$ cat src/rtl/cache_fill_fsm.sv
// cache_fill_fsm: block-fill controller for a cache miss.
// On a miss it fetches one 16-byte block as 8 sequential 16-bit word reads
// from main memory. It writes each returned word into the data array and
// writes the tag when the 8th word arrives.
//
// Ports:
//   clk, rst_n          clock, asynchronous active-low reset
//   miss_detected       cache lookup missed this cycle
//   miss_address[15:0]  byte address of the missing access
//   memory_data[15:0]   returned word (routed to the data array outside this block)
//   memory_data_valid   returned word valid this cycle
//   fsm_busy            fill in progress (stalls IF/MEM)
//   mem_read_en         read request to memory this cycle
//   memory_address      byte address of the current read request
//   write_data_array    write returned word into the data array
//   word_index[2:0]     word slot within the block for that write
//   write_tag_array     one-cycle tag write pulse on the last word
module cache_fill_fsm #(
  parameter int MEM_LATENCY = 4
) (
  input  logic        clk,
  input  logic        rst_n,
  input  logic        miss_detected,
  input  logic [15:0] miss_address,
  input  logic [15:0] memory_data,
  input  logic        memory_data_valid,
  output logic        fsm_busy,
  output logic        mem_read_en,
  output logic [15:0] memory_address,
  output logic        write_data_array,
  output logic [2:0]  word_index,
  output logic        write_tag_array
);

  typedef enum logic {S_IDLE, S_WAIT} state_t;

  state_t      r_state, w_state_nxt;
  logic [15:0] r_base,  w_base_nxt;
  logic [3:0]  r_issue, w_issue_nxt;   // requests issued, saturates at 8
  logic [2:0]  r_ret,   w_ret_nxt;     // words returned so far

  // The FSM counts returns rather than cycles, and the data path lives
  // outside this block, so neither input has a consumer here.
  logic w_unused;
  assign w_unused = ^{memory_data, MEM_LATENCY[0]};

  always_ff @(posedge clk or negedge rst_n) begin
    if (!rst_n) begin
      r_state <= S_IDLE;
      r_base  <= '0;
      r_issue <= '0;
      r_ret   <= '0;
    end else begin
      r_state <= w_state_nxt;
      r_base  <= w_base_nxt;
      r_issue <= w_issue_nxt;
      r_ret   <= w_ret_nxt;
    end
  end

  always_comb begin
    w_state_nxt      = r_state;
    w_base_nxt       = r_base;
    w_issue_nxt      = r_issue;
    w_ret_nxt        = r_ret;
    fsm_busy         = 1'b0;
    mem_read_en      = 1'b0;
    memory_address   = '0;
    write_data_array = 1'b0;
    word_index       = '0;
    write_tag_array  = 1'b0;
    case (r_state)
      S_IDLE: begin
        if (miss_detected) begin
          fsm_busy    = 1'b1;
          w_state_nxt = S_WAIT;
          w_base_nxt  = {miss_address[15:4], 4'h0};
          w_issue_nxt = '0;
          w_ret_nxt   = '0;
        end
      end
      S_WAIT: begin
        fsm_busy = 1'b1;
        if (r_issue < 4'd8) begin
          mem_read_en    = 1'b1;
          // Base is 16-byte aligned, so base + 14 never carries out.
          memory_address = r_base + {11'b0, r_issue, 1'b0};
          w_issue_nxt    = r_issue + 4'd1;
        end
        // Memory returns in request order, so the return count picks the slot.
        if (memory_data_valid) begin
          write_data_array = 1'b1;
          word_index       = r_ret;
          w_ret_nxt        = r_ret + 3'd1;
          if (r_ret == 3'd7) begin
            write_tag_array = 1'b1;
            w_state_nxt     = S_IDLE;
          end
        end
      end
      default: w_state_nxt = S_IDLE;
    endcase
    // Outputs must go quiet the moment reset asserts, even while a miss
    // input is still high.
    if (!rst_n) begin
      fsm_busy         = 1'b0;
      mem_read_en      = 1'b0;
      memory_address   = '0;
      write_data_array = 1'b0;
      word_index       = '0;
      write_tag_array  = 1'b0;
    end
  end

endmodule

$ cat config.mk
export PLATFORM = sky130hd
export DESIGN_NAME = cache_fill_fsm
export DESIGN_NICKNAME = d
export VERILOG_FILES = /design/src/rtl/cache_fill_fsm.sv
export SDC_FILE = /design/constraint.sdc
export NUM_CORES = 1
export LEC_CHECK = 0
export ABC_AREA = 0
export CAP_MARGIN = 20
export CORE_MARGIN = 10
export CORE_UTILIZATION = 24
export CTS_CLUSTER_DIAMETER = 150
export DETAILED_ROUTE_END_ITERATION = 12
export SETUP_SLACK_MARGIN = 0.05
export SLEW_MARGIN = 20
export SYNTH_ARGS = -nofsm -noshare
export SYNTH_HDL_FRONTEND = slang
export SYNTH_SLANG_ARGS = --single-unit
$ cat constraint.sdc
create_clock -name clk -period 3.1 [get_ports clk]
set_input_delay 0.62 -clock clk [delete_from_list [all_inputs] [get_ports clk]]
set_output_delay 0.62 -clock clk [all_outputs]
set_load 0.01 [all_outputs]
==> results.toml, run 1 <==
[cts]
numCtsBuffers = 3
cts_tree = "done"
cts.htree.levels = 1
clk_latency_ps = 250
cts.sinks = 20
cts_max_path_buffers = 2
cts_root_buf = "clkbuf_8"
ctsResizeCount = 0
clk_pin_slew_ps = 70
post_cts_buffers = 0
cts_hold_buf = 0

[yosys]
synthTopCellsByArea = "dfrtp_1 (45%), mux2_4 (13%), and2_1 (5.6%)"
yosys-top-cells-count = "dfrtp_1 (20), and2_1 (10), mux2_4 (10), and2_2 (6), nand2b_1 (5)"
netlist.area_leader.share_pct = 44.74
ys_ff_latch = 20
yosysWarnings = 0
synth-adder-area-share_pct = 3.356
avgSynthCellArea_um2 = 12.03
synth_mux_area_share_pct = 19.35
synth_cell_types = 30
synth_compound_area_share_pct = 4.586
async_flop_share_pct = 100.0
ys_seq_area_share_pct = 44.74
netlist_area_um2 = 1119
synth_top_family_by_area = "simple AND/OR/NAND/NOR gates"
yosys.area_share.xor_xnor_pct = 1.566
synth_edf_count = 0
synth_ff_type = "dfrtp_1"
syn_inst = 93
syn_nets = 132
synthMostInstantiatedCell = "dfrtp_1"
synth_top_area_cell = "dfrtp_1"
synthSimpleGateAreaFrac_pct = 20.69

[placement]
io_buffers = 37
placedCellCount = 178
dp_hpwl_mm = 1.990
gp_congestion = 0.7226
pre_cts_ws_ps = 301.4
placed_cell_area_um2 = 1513

[power_and_ir_drop]
power_density_nw_per_um2 = 791.8
irDropWorstVdd_mv = 0.1947
p_total_mw = 1.230
p_leak_nw = 0.6556

[floorplan]
start_util_pct = 25.17
core_area_um2 = 4444
rows = 24
pin_count = 59
die_area_um2 = 7792
fp.dieW_um = 88.27
die_h_um = 88.27

[finish]
post-route-util_pct = 34.97
nets = 170
fin_area_um2 = 1554
drive_above_1_share_pct = 22.48
fill_cells = 450
synthToLayoutAreaGrowth_pct = 38.93
antennaDiodeCount = 0
multi_input_area_um2 = 558.0
regArea_um2 = 500.5
instances_no_fill = 181

[worst_setup_path]
path_max_fanout = 9
start_kind = "input port"
crit_arrival_ps = 2190
rr_worst_depth = 2
rr_endpoint = "r_base[14]"
r2r_start = "r_state"
end_kind = "output pin"
critical_path_class = "input port to output pin"
rrSetupSlack_ps = 1510
critical_path_required_ps = 2480

[timing]
fin_setup_tns_ps = 0
period_share_pct = 90.64
fin_ws_ps = 290.1
relSlewSlack_pct = 61.38
max_freq_mhz = 355.9
worstMarginPinSlew_ps = 579.3
fin_skew_ps = 4.593
min_period_ps = 2810
setup_viol = 0
hold_viol = 0
rsz0062_at_grt = "false"
fin_hold_ws_ps = 497.1
maxSlewViolCount = 0

[routing]
drt.antenna.violating_nets = 0
drtIter0Drc = 19
viasPerCell = 4.287
drt-pass1-iter-count = 2
via_count = 776
drc = 0
routed_wirelength_mm = 2.558
routedWlPerCell_um = 14.13

[global_routing]
antenna_found_initial = 0
grt.busiest_layer = "met2"
grt_overflow = 0
grt_max_degree = 20
grt_pass1_wl_mm = 4.291
use_met1_pct = 9.227
gr-usage-met3_pct = 3.125
use_met2_pct = 9.578
track_usage_pct = 6.780
grt_pass1_vias = 840

[hold_path]
whs_endpoint = "r_issue[2]"
holdPathStages = 1
hp-start = "r_issue[2]"
hp-class = "register to register"

[run]
cap_violations = 0

[run_status]
status = "finished clean"
cell type report:
type                    instances  share of cell area (%)
flip-flops and latches         20                   32.21
repair buffers                 39                   24.80
multi-input cells              66                   35.91
well taps                      52                   4.187
clock buffers                   3                   2.657
inverters                       1                  0.2415
critical path: stages:
cell and delay (ps):
clkdlybuf4s50_1 520, buf_4 180, and3_1 200, and2_1 130, clkdlybuf4s50_1 540
registers in the layout (all words and copies together) (netlist names):
register,count
r_issue,4
r_state,1
r_ret,3
r_base,12
power breakdown:
part           switching [mW]  internal, mW  total (mW)  leakage (nW)
clock                  0.0795        0.0863       0.166        0.0216
combinational           0.196         0.368       0.564         0.396
sequential              0.110         0.391       0.501         0.238
total                   0.385         0.845        1.23         0.656
cells by family (layout without fill, tap and decap cells):
logic type | Yosys count | after routing
AO/OA/AOI/OAI | 9 | 9
XOR/XNOR | 2 | 2
adder cells (fa/ha/maj) | 3 | 3
buffers and inverters | 7 | 43
flip-flops | 20 | 20
multiplexers | 16 | 16
other | 1 | 1
AND/OR/NAND/NOR | 35 | 35
cells in the final DEF, fill, tap and decap left out, drive strengths merged:
cell	n
and3b	1
a21oi	2
mux2i	1
and2	17
nor2b	1
a31oi	2
xor2	1
nor2	3
nand2b	5
dfrtp	20
mux2	15
a22o	1
nand3b	1
conb	1
clkdlybuf4s50	37
ha	3
buf	2
xnor2	1
inv	1
o21ai	4
nand2	4
and4	2
and3	1
clkbuf	3
metal layers:
layer	wire (um)	up-vias
met5	0	-
met4	0	0
met3	301	0
met2	985	31
met1	1271	361
li1	-	384
worst max-delay path by stage:
stage	from	end
floorplan	memory_data_valid	word_index[1]
global placement	rst_n	word_index[2]
detailed placement	rst_n	word_index[2]
CTS	rst_n	word_index[1]
global route	rst_n	word_index[1]
finish	rst_n	word_index[1]
(Power assumes the default switching activity.)
==> run 2: changes to the inputs <==
--- a/config.mk
+++ b/config.mk
@@ -9,6 +9,7 @@
 export CAP_MARGIN = 20
 export CORE_MARGIN = 10
 export CORE_UTILIZATION = 24
+export CTS_BUF_LIST = sky130_fd_sc_hd__clkbuf_4 sky130_fd_sc_hd__clkbuf_8
 export CTS_CLUSTER_DIAMETER = 150
 export DETAILED_ROUTE_END_ITERATION = 12
 export SETUP_SLACK_MARGIN = 0.05
==> results of run 2 <==
Same layout as run 1: the final DEF is identical, and so are final timing and power.
